--- src/rtl/muldiv_pkg.sv ---
// Shared ALU opcodes, mul/div FSM states and iteration count.
// Optional single-cycle multiply: define MULDIV_FAST_MUL_EN.
package muldiv_pkg;

  localparam logic [4:0] ALUOP_MULT  = 5'd10;
  localparam logic [4:0] ALUOP_MULTU = 5'd11;
  localparam logic [4:0] ALUOP_DIV   = 5'd12;
  localparam logic [4:0] ALUOP_DIVU  = 5'd13;

  localparam int MD_ITERS = 32;

  typedef enum logic [1:0] {
    MD_IDLE,
    MD_CALC,
    MD_FIX
  } md_state_e;

endpackage

--- src/rtl/muldiv_div_step.sv ---
// One restoring-divide step: compare shifted remainder to divisor,
// subtract when it fits and emit the quotient bit.
module muldiv_div_step #(
  parameter int WIDTH = 32
) (
  input  logic [WIDTH:0]   rem_i,
  input  logic [WIDTH-1:0] div_i,
  output logic [WIDTH-1:0] rem_o,
  output logic             q_o
);

  logic [WIDTH:0] diff;
  logic           ge;

  always_comb begin
    diff  = rem_i - {1'b0, div_i};
    ge    = rem_i >= {1'b0, div_i};
    q_o   = ge;
    rem_o = ge ? diff[WIDTH-1:0] : rem_i[WIDTH-1:0];
  end

endmodule

--- src/rtl/muldiv_unit.sv ---
// Iterative 32-bit multiply/divide unit, {hi,lo} result.
// MULDIV_FAST_MUL_EN selects a single-cycle native multiplier.
module muldiv_unit
  import muldiv_pkg::*;
#(
  parameter int WIDTH = 32
) (
  input  logic               clk,
  input  logic               rst_n,
  input  logic               start_i,
  input  logic [4:0]         ALU_control_i,
  input  logic [WIDTH-1:0]   src0_i,
  input  logic [WIDTH-1:0]   src1_i,
  output logic               busy_o,
  output logic               done_o,
  output logic [2*WIDTH-1:0] result_o
);

  md_state_e          state_q;
  logic [4:0]         cnt_q;
  logic [2*WIDTH-1:0] acc_q;
  logic [WIDTH-1:0]   opnd_q;
  logic               div_q;
  logic               negl_q;
  logic               negh_q;
  logic               dz_q;
  logic               busy_q;
  logic               done_q;
  logic [2*WIDTH-1:0] result_q;

  logic               is_mul;
  logic               is_div;
  logic               is_sgn;
  logic               sa;
  logic               sb;
  logic [WIDTH-1:0]   abs_a;
  logic [WIDTH-1:0]   abs_b;

  always_comb begin
    is_mul = (ALU_control_i == ALUOP_MULT) ||
             (ALU_control_i == ALUOP_MULTU);
    is_div = (ALU_control_i == ALUOP_DIV) ||
             (ALU_control_i == ALUOP_DIVU);
    is_sgn = (ALU_control_i == ALUOP_MULT) ||
             (ALU_control_i == ALUOP_DIV);
    sa     = is_sgn & src0_i[WIDTH-1];
    sb     = is_sgn & src1_i[WIDTH-1];
    abs_a  = sa ? -src0_i : src0_i;
    abs_b  = sb ? -src1_i : src1_i;
  end

  // acc_q holds {partial product, multiplier} or {remainder, dividend}
  logic [WIDTH:0]     mul_sum;
  logic [2*WIDTH-1:0] mul_nxt;
  logic [WIDTH-1:0]   step_rem;
  logic               step_q;
  logic [2*WIDTH-1:0] div_nxt;

  always_comb begin
    mul_sum = {1'b0, acc_q[2*WIDTH-1:WIDTH]}
            + (acc_q[0] ? {1'b0, opnd_q} : '0);
    mul_nxt = {mul_sum, acc_q[WIDTH-1:1]};
    div_nxt = {step_rem, acc_q[WIDTH-2:0], step_q};
  end

  muldiv_div_step #(
    .WIDTH (WIDTH)
  ) u_step (
    .rem_i (acc_q[2*WIDTH-1:WIDTH-1]),
    .div_i (opnd_q),
    .rem_o (step_rem),
    .q_o   (step_q)
  );

  logic [WIDTH-1:0]   hi_f;
  logic [WIDTH-1:0]   lo_f;
  logic [2*WIDTH-1:0] fix_res;

  always_comb begin
    hi_f = acc_q[2*WIDTH-1:WIDTH];
    lo_f = acc_q[WIDTH-1:0];
    if (negh_q) hi_f = -hi_f;
    if (negl_q) lo_f = -lo_f;
    if (dz_q)   lo_f = '1;
    if (div_q) fix_res = {hi_f, lo_f};
    else       fix_res = negl_q ? -acc_q : acc_q;
  end

  always_ff @(posedge clk or negedge rst_n) begin
    if (!rst_n) begin
      state_q  <= MD_IDLE;
      cnt_q    <= '0;
      acc_q    <= '0;
      opnd_q   <= '0;
      div_q    <= 1'b0;
      negl_q   <= 1'b0;
      negh_q   <= 1'b0;
      dz_q     <= 1'b0;
      busy_q   <= 1'b0;
      done_q   <= 1'b0;
      result_q <= '0;
    end else begin
      done_q <= 1'b0;
      unique case (state_q)
        MD_IDLE: begin
          if (start_i && (is_mul || is_div)) begin
            acc_q   <= {{WIDTH{1'b0}}, is_div ? abs_a : abs_b};
            opnd_q  <= is_div ? abs_b : abs_a;
            div_q   <= is_div;
            negl_q  <= sa ^ sb;
            negh_q  <= sa;
            dz_q    <= is_div && (src1_i == '0);
            cnt_q   <= '0;
            busy_q  <= 1'b1;
            state_q <= MD_CALC;
`ifdef MULDIV_FAST_MUL_EN
            if (is_mul) begin
              acc_q   <= (2*WIDTH)'(abs_a) * (2*WIDTH)'(abs_b);
              state_q <= MD_FIX;
            end
`endif
          end
        end
        MD_CALC: begin
          acc_q <= div_q ? div_nxt : mul_nxt;
          cnt_q <= cnt_q + 5'd1;
          if (cnt_q == 5'(MD_ITERS - 1)) state_q <= MD_FIX;
        end
        MD_FIX: begin
          result_q <= fix_res;
          done_q   <= 1'b1;
          busy_q   <= 1'b0;
          state_q  <= MD_IDLE;
        end
        default: state_q <= MD_IDLE;
      endcase
    end
  end

  assign busy_o   = busy_q;
  assign done_o   = done_q;
  assign result_o = result_q;

endmodule
--- config.mk ---
export PLATFORM = sky130hd
export DESIGN_NAME = muldiv_unit
export DESIGN_NICKNAME = d
export VERILOG_FILES = /design/src/rtl/muldiv_pkg.sv /design/src/rtl/muldiv_div_step.sv /design/src/rtl/muldiv_unit.sv
export SDC_FILE = /design/constraint.sdc
export NUM_CORES = 1
export LEC_CHECK = 0
export ABC_AREA = 1
export CAP_MARGIN = 20
export CORE_AREA = 2 2 261 263
export DETAILED_ROUTE_END_ITERATION = 16
export DIE_AREA = 0 0 263 265
export PLACE_DENSITY = 0.51
export SETUP_SLACK_MARGIN = 0.05
export SYNTH_ARGS = -nofsm -noshare
export SYNTH_HDL_FRONTEND = slang
export SYNTH_HIERARCHICAL = 1
export SYNTH_SLANG_ARGS = --single-unit
--- constraint.sdc ---
create_clock -name clk -period 3.2 [get_ports clk]
set_input_delay 0.32 -clock clk [delete_from_list [all_inputs] [get_ports clk]]
set_output_delay 0.32 -clock clk [all_outputs]
set_load 0.01 [all_outputs]
Word level (Yosys, flattened, before mapping)
Cells that the tools add are included.
Operators by class
  add/sub/neg operators: 8
  bitwise operators: 3
  eq/ne operators: 9
  muxes and demuxes: 22
  reduce and logical (&&, ||, !) cells: 14
  $lt $le $gt $ge: 1
Operators by type and width (number)
  $mux W32: 9
  $mux W64: 4
  $neg A32 Y32: 4
  $pmux W64 S2: 1
  $neg A64 Y64: 1
  $add A32 B32 Y33: 1
  $ge A33 B32 Y1: 1
  $logic_not A32 Y1: 1
  $sub A32 B32 Y32: 1
  $eq A5 B4 Y1 const B: 4
  $pmux W5 S2: 1
  $reduce_and A2 Y1: 4
  $add A5 B1 Y5 const B: 1
  $eq A5 B5 Y1 const B: 1
  $mux W5: 1
  $logic_or A1 B1 Y1: 4
  $mux W2: 2
  $ne A2 B2 Y1 const B: 2
  $pmux W2 S2: 1
  $reduce_bool A2 Y1: 2
  $and A1 B1 Y1: 2
  $eq A2 B1 Y1 const B: 1
  $eq A2 B2 Y1 const B: 1
  $logic_and A1 B1 Y1: 2
  other kinds (4): 5
Word-level totals
  register bits after elaboration: 173
  output and inout bits: 66
  logic and storage cells: 68

Depth between registers and ports, before layout
Gate-level depths: netlist (run 1).
  word-level depth: 7
  gate-level depth with buffers: 20
  depth with buffers taken out: 18

Hierarchy
The synthesis (run 1) kept the hierarchy.
Modules (own cells, without submodules)
  muldiv_unit: area each 14715.4 µm², times used 1, sequential area each 4329.2 µm², cells each 2418
  muldiv_div_step: area each 3160.5 µm², times used 1, sequential area each 0.0 µm², cells each 647

Worst setup path before layout (run 1)
No wires, ideal clock.
  path kind: reg-to-reg
  from: reg acc_q[0]
  to: reg acc_q[63]
  library setup time: 0.117 ns
  buffers on the path: 2
  setup slack: 0.930 ns
  data arrival time: 2.153 ns
  clock period less this slack: 2.270 ns
  stages on the path, launching flop included: 19
  required time: 3.083 ns
  cells stage by stage: dfrtp_1 > buf_6 > clkbuf_1 > nand2_1 > inv_1 > ha_1 > fa_1 > nand3_1 > nand2_1 > nand2_1 > nand3_1 > nand2_1 > nand2_1 > nand2_1 > nand2_1 > nand2_1 > nand3_1 > nand2_1 > nand2_1
Between the ends
  longest elaborated chain between the ends: 4
RTL lines
  start, declared: RTL line muldiv_unit.sv:21  | logic [2*WIDTH-1:0] acc_q;
  start signal, assigned: RTL line muldiv_unit.sv:107  | acc_q <= {{WIDTH{1'b0}}, is_div ? abs_a : abs_b};
  start signal, assigned: RTL line muldiv_unit.sv:125  | acc_q <= div_q ? div_nxt : mul_nxt;
  $mux W32: RTL line muldiv_unit.sv:61  | + (acc_q[0] ? {1'b0, opnd_q} : '0);
  $add A32 B32 Y33: RTL line muldiv_unit.sv:61
  $mux W64: RTL line muldiv_unit.sv:125
  $pmux W64 S2: RTL line muldiv_unit.sv:104  | unique case (state_q)
Every way passes these cells.
A chain may end at the register's enable or synchronous reset.

Worst setup path in the final report (run 1)
  from: reg acc_q[34]
  to: reg acc_q[57]
Between the ends
  longest elaborated chain between the ends: 4
RTL lines
  $ge A33 B32 Y1: RTL line muldiv_div_step.sv:17  | ge = rem_i >= {1'b0, div_i};
  via step_q: RTL line muldiv_unit.sv:56  | logic step_q;
  $mux W32: RTL line muldiv_div_step.sv:19  | rem_o = ge ? diff[WIDTH-1:0] : rem_i[WIDTH-1:0];
  via step_rem[25]: RTL line muldiv_unit.sv:55  | logic [WIDTH-1:0] step_rem;
  $mux W64: RTL line muldiv_unit.sv:125
  $pmux W64 S2: RTL line muldiv_unit.sv:104
The timed path passes the listed nets, and every way through them passes these cells.

==> results.py, run 1 <==
metrics = {
    "yosys": {
        "synth_xor_xnor_area_share_pct": 3.577,
        "synth_edf_count": 0,
        "syn-instance-count": 3065,
        "synth_common_cells": "nand2_1 (1013), inv_1 (432), nand3_1 (345)",
        "syn-cell-area_sq_mm": 0.01788,
        "synthMuxAreaShare_pct": 0,
        "synth_area_leaders": "dfrtp_1 (24%), nand2_1 (21%), nand3_1 (9.7%), inv_1 (9.1%), nor2_1 (7.2%)",
        "ys_ff_latch": 173,
        "synth-compound-area-share_pct": 11.77,
        "syn_nets": 3209,
        "ys_types": 53,
        "yosys.area.top_type": "dfrtp_1",
        "avgSynthCellArea_sq_um": 5.832,
        "synthSimpleGateAreaFrac_pct": 43.32,
        "yosys.area_share.adder_pct": 5.124,
        "dominantRegCellSynth": "dfrtp_1",
        "synth_top_family_by_area": "simple AND/OR/NAND/NOR gates",
        "synth_most_common_cell": "nand2_1",
        "ys_warn_count": 6,
        "async_flop_share_pct": 100.0,
        "ys_seq_area_share_pct": 24.22,
        "netlist.area_leader.share_pct": 24.22,
    },
    "sta": {
        "rsz0062_at_grt": "false",
        "max-slew-margin-rel_pct": 47.53,
        "final-hold-violation-count": 0,
        "fin_skew_ns": 0.02266,
        "setup_viol": 0,
        "min_period_ns": 2.688,
        "tightestPinTransition_ns": 0.7862,
        "slew_violations": 0,
        "fin_tns_setup_ns": 0,
        "fmax_mhz": 372.0,
        "worst_slack_ns": 0.5119,
        "finalCritPeriodShare_pct": 84.00,
    },
    "drt": {
        "drtAntennaViolNets": 0,
        "drcViolationCount": 0,
        "num_vias": 19946,
        "wirelength_um": 75450,
        "dr.pass1.iters": 8,
        "post_drt_wl_per_cell_um": 18.47,
        "vias_per_cell": 4.884,
        "drt-initial-drc-count": 1781,
    },
    "die": {
        "ios": 138,
        "die_w_um": 263,
        "coreArea_sq_mm": 0.06680,
        "dieArea_sq_mm": 0.06970,
        "rows": 95,
        "start_util_pct": 26.76,
        "die_h_um": 265,
    },
    "placed_design": {
        "portBuffers": 137,
        "gp_congestion": 0.9726,
        "dp_hpwl_um": 61860,
        "pre_cts_slack_ns": 0.5335,
    },
    "cts": {
        "cts_max_level": 4,
        "path_clk_slew_ns": 0.08,
        "cts_root_buf": "clkbuf_16",
        "clock_sinks": 173,
        "cts_buffers": 17,
        "clk_latency_ns": 0.50,
        "cts_tree": "yes",
        "clock_path_buffers": 2,
    },
    "critical_path": {
        "critPathLaunchType": "flop",
        "criticalPathCategory": "reg2reg",
        "worstPathArrival_ns": 3.12,
        "path_max_fanout": 35,
        "worst_setup_path_end_kind": "flop",
        "regToRegSetupSlack_ns": 0.51,
        "r2r_cells": 15,
        "crit_required_ns": 3.63,
    },
    "finish": {
        "final_nets": 3342,
        "syn_to_final_growth_pct": 17.94,
        "final_util_pct": 31.56,
        "drive_above_1_share_pct": 5.357,
        "diodes": 0,
    },
    "power": {
        "powerDensity_mw_per_mm2": 1005,
        "p_leak_uw": 0.01089,
        "vdd_drop_max_mv": 0.4518,
    },
    "job": {
        "drv_cap": 0,
    },
    "min_path": {
        "min_path_type": "in2async",
    },
    "global_route": {
        "first_global_vias": 18889,
        "grt_max_degree": 77,
        "antenna_found_initial": 0,
        "grt_pass1_wl_um": 115000,
        "grt.total_usage_pct": 21.55,
        "grt_overflow": 0,
    },
    "outcome": {
        "outcome": "complete, no violations",
    },
}
## worst paths after layout
| check | from | end |
|---|---|---|
| max | acc_q[34]$_DFFE_PN0P_ | acc_q[57]$_DFFE_PN0P_ |
| min | rst_n | result_o[48]$_DFFE_PN0P_ |
| max reg2reg | acc_q[34]$_DFFE_PN0P_ | acc_q[57]$_DFFE_PN0P_ |
| min reg2reg | result_o[63]$_DFFE_PN0P_ | result_o[63]$_DFFE_PN0P_ |
| max in group asynchronous | rst_n | result_o[27]$_DFFE_PN0P_ |
| min in group clk | result_o[63]$_DFFE_PN0P_ | result_o[63]$_DFFE_PN0P_ |
## repair_timing
action / in CTS / in global routing
setup endpoints to repair: 0 / 0
hold buffers: 1 / 0
resized for setup: 0 / 0
buffers inserted: 0 / 0
hold endpoints to repair: 55 / 0
## metrics by stage
| step | hold slack, ns | cell area (sq um) | total power, uW | std cells |
|---|---|---|---|---|
| global placement | 0.3514 | 20450 | 18790 | 4051 |
| floorplan | 0.02441 | 17880 | 13510 | 3065 |
| global route | 0.4115 | 21080 | 23120 | 4084 |
| finish | 0.3651 | 21080 | 21180 | 4084 |
| detailed placement | 0.3421 | 20450 | 18710 | 4051 |
| CTS | 0.3767 | 21080 | 21080 | 4084 |
## kinds of logic after synthesis
logic type,Yosys count
adders and majority gates,72
and+or+nand+nor,1828
DFF,173
buffers and inverters,536
AOI/OAI and AO/OA,383
xor gates and xnor gates,73
## where the power goes
part,total (uW),internal [uW],switching [uW]
Sequential,4270,3130,1140
Combinational,14600,5080,9550
Clock,2290,1130,1150
## state kept, by name, indices dropped and copies added, names as in the netlist, 2 cells and up
name	cells
acc_q	64
cnt_q	5
opnd_q	32
result_o	64
state_q	2
## worst max-delay path: stages, from the launching register on
cell	delay, ns
dfrtp_1	0.48
ha_1	0.56
nand2_2	0.14
nor2_2	0.14
nand3_1	0.10
nand3_2	0.15
nand2_2	0.08
nand2_2	0.10
nand2_4	0.08
nand2_8	0.24
nand3_2	0.16
nand2_1	0.10
nor2_1	0.04
nor2_1	0.11
nand2_1	0.07
nand2_1	0.05
## layout by cell type (no fill, tap or decap), types with 23 or more instances in the layout
cell type,n
a21oi_1,161
nand3_1,345
nor2_1,341
xor2_1,68
nand4_1,23
dfrtp_1,172
clkdlybuf4s50_1,136
ha_1,70
inv_1,431
buf_4,64
nand2_1,1012
o21ai_0,140
## routing by layer
layer	GRT usage (%)	part of all wire [%]
met1	29.80	46
met2	34.71	45
met3	2.490	5.7
met4	7.444	3.0
met5	0	0
## final cells by class
class / instances / area [sq um]
sequential: 173 / 4330
tap: 873 / 1092
inverter: 443 / 1664
fill: 7651 / 45720
timing repair buffer: 207 / 1963
clock inverter: 14 / 191.4
clock buffer: 18 / 429.2
multi-input combinational: 2356 / 11410
No activity file was read; power rests on OpenSTA's default activity.
==> run 2, diff against run 1 <==
Settings changed: PLACE_DENSITY 0.51 to 0.52.
Clock period 3.2 ns to 2.2 ns, I/O delays scaled along.
==> results.py, run 2 (synthesized netlist as in run 1, its figures left out) <==
metrics = {
    "placed_design": {
        "gp_congestion": 0.9618,
        "portBuffers": 137,
        "placed_area_sq_mm": 0.02363,
        "pre_cts_slack_ns": -0.5118,
        "dp_hpwl_um": 65250,
    },
    "die": {
        "rows": 95,
        "die_w_um": 263,
        "dieArea_sq_mm": 0.06970,
        "start_util_pct": 26.76,
        "ios": 138,
        "die_h_um": 265,
        "coreArea_sq_mm": 0.06680,
    },
    "critical_path": {
        "worstPathArrival_ns": 2.76,
        "regToRegSetupSlack_ns": -0.17,
        "criticalPathCategory": "reg2reg",
        "cp_top_family": "simple AND/OR/NAND/NOR gates",
        "path_buf_inv": 1,
        "r2r-end": "acc_q[49]$_DFFE_PN0P_",
        "crit_required_ns": 2.59,
        "path_max_fanout": 9,
        "slowest_stage": "dfrtp_2",
        "r2r_cells": 14,
        "worst-path-stages": 14,
        "r2r_start": "acc_q[46]$_DFFE_PN0P_",
        "crit_chain": "ha_4, nand2_1, nor2_1, nand2_1, nor2_2, nand2_1, nand2_2, nor2_4, buf_8, nand2_8, nand3_4, nand2_1, o21ai_0, o21ai_2",
        "max_stage_delay_ns": 0.48,
        "critPathLaunchType": "flop",
        "cp_common_cell": "nand2_1",
        "worst_setup_path_end_kind": "flop",
    },
    "sta": {
        "slew_violations": 0,
        "fmax_mhz": 422.1,
        "max-slew-margin-rel_pct": 60.03,
        "rsz0062_at_grt": "true",
        "tightestPinTransition_ns": 0.5996,
        "worst_slack_ns": -0.1693,
        "final-hold-violation-count": 0,
        "hold_ws_ns": 0.2092,
        "fin_skew_ns": 0.01949,
        "setup_viol": 34,
        "min_period_ns": 2.369,
        "finalCritPeriodShare_pct": 107.7,
    },
    "finish": {
        "nFillCells": 7148,
        "diodes": 0,
        "final_util_pct": 39.79,
        "multi_input_area_sq_mm": 0.01332,
        "layout_common_cells": "nand2_1 (914), buf_4 (474), inv_1 (403), nand3_1 (313), nor2_1 (301)",
        "seq_area_sq_mm": 0.004354,
        "mostFrequentLayoutCell": "nand2_1",
        "final_area_sq_mm": 0.02658,
        "final_nets": 3785,
        "syn_to_final_growth_pct": 48.69,
        "drive_above_1_share_pct": 26.30,
    },
    "cts": {
        "clk_latency_ns": 0.50,
        "clock_sinks": 173,
        "clock_path_buffers": 2,
        "cts_buffers": 17,
        "cts_tree": "yes",
        "path_clk_slew_ns": 0.08,
        "cts_max_level": 4,
        "cts_root_buf": "clkbuf_16",
    },
    "global_route": {
        "use_met2_pct": 37.67,
        "first_global_vias": 20878,
        "antenna_found_initial": 0,
        "grt_max_degree": 52,
        "grt_overflow": 0,
        "use_met1_pct": 30.03,
        "use_met3_pct": 3.679,
        "grt.total_usage_pct": 22.84,
        "grt_pass1_wl_um": 121900,
        "gr-max-usage-layer": "met2",
    },
    "power": {
        "power_uw": 40140,
        "switching_share_pct": 51.39,
        "comb_power_share_pct": 76.9,
        "p_sw_uw": 20630,
        "power.internal_uw": 19510,
        "vdd_drop_max_mv": 0.6435,
        "p_leak_uw": 0.01334,
        "pwr-share-clk_pct": 8.2,
        "powerDensity_mw_per_mm2": 1510,
        "power_frac_seq_pct": 14.8,
    },
    "drt": {
        "post_drt_wl_per_cell_um": 17.82,
        "drt-initial-drc-count": 2082,
        "num_vias": 21790,
        "wirelength_um": 80690,
        "drcViolationCount": 0,
        "vias_per_cell": 4.813,
        "dr.pass1.iters": 6,
        "drtAntennaViolNets": 0,
    },
    "outcome": {
        "violations": "negative setup slack",
        "outcome": "finished with violations",
    },
    "min_path": {
        "min_path_type": "in2async",
    },
    "job": {
        "drv_cap": 0,
    },
}
==> run 2: cell types whose count changed in the layout (fill, tap and decap cells not counted), moves of 35 or more <==
cell	before	now
ha_1	70	10
ha_4	0	59
buf_4	64	474
nand2_2	10	89
a21oi_1	161	126
nand2_1	1012	914
o21ai_0	140	101
nor2_1	341	301
==> run 2: power by group through the flow <==
stage | clock network, uW | logic (uW) | registers [uW]
after floorplan | 0 | 13700 | 5950
after CTS | 3360 | 28500 | 5910
after global placement | 0 | 25700 | 5800
after global routing | 3470 | 33500 | 6140
final | 3300 | 30900 | 5960
after detailed placement | 0 | 25700 | 5830
==> run 2: through the flow <==
| stage | cells | TNS, ns |
|---|---|---|
| final | 4527 | -2.796 |
| after global routing | 4527 | -7.344 |
| after CTS | 4504 | -3.643 |
| after detailed placement | 4453 | -15.25 |
| after global placement | 4453 | -14.00 |
| after floorplan | 3065 | 0 |
==> run 2: how the worst max path moves through the flow <==
stage | startpoint | to | slack, ns
final | acc_q[46]$_DFFE_PN0P_ | acc_q[49]$_DFFE_PN0P_ | -0.17
after CTS | acc_q[60]$_DFFE_PN0P_ | acc_q[54]$_DFFE_PN0P_ | -0.16
after global routing | acc_q[0]$_DFFE_PN0P_ | acc_q[50]$_DFFE_PN0P_ | -0.25
after detailed placement | opnd_q[31]$_DFFE_PN0P_ | acc_q[49]$_DFFE_PN0P_ | -0.51
after floorplan | acc_q[0]$_DFFE_PN0P_ | acc_q[63]$_DFFE_PN0P_ | 0.05
after global placement | opnd_q[31]$_DFFE_PN0P_ | acc_q[49]$_DFFE_PN0P_ | -0.53
==> run 2: cell type report <==
| cell class | count | area share (%) |
|---|---|---|
| inverter | 443 | 6.289 |
| tap | 873 | 4.109 |
| clock buffer | 18 | 1.652 |
| timing repair buffer | 645 | 20.82 |
| sequential | 173 | 16.38 |
| clock inverter | 14 | 0.6355 |
| multi-input combinational | 2361 | 50.11 |
==> run 2: routing by layer <==
metal  vias up  wire (um)
met5         -          0
met4         0       3023
met3       116       4700
met2       628      37520
met1     10125      35440
li1      10921          -
==> run 2: timing repair <==
action / 4_1_cts / 5_1_grt
endpoints found under the setup margin: 39 / 72
hold endpoints to repair: 31 / 0
gates resized for setup: 213 / 245
hold buffers: 1 / 0
pin swaps: 58 / 62
cloned: 7 / 0
buffers inserted: 11 / 24
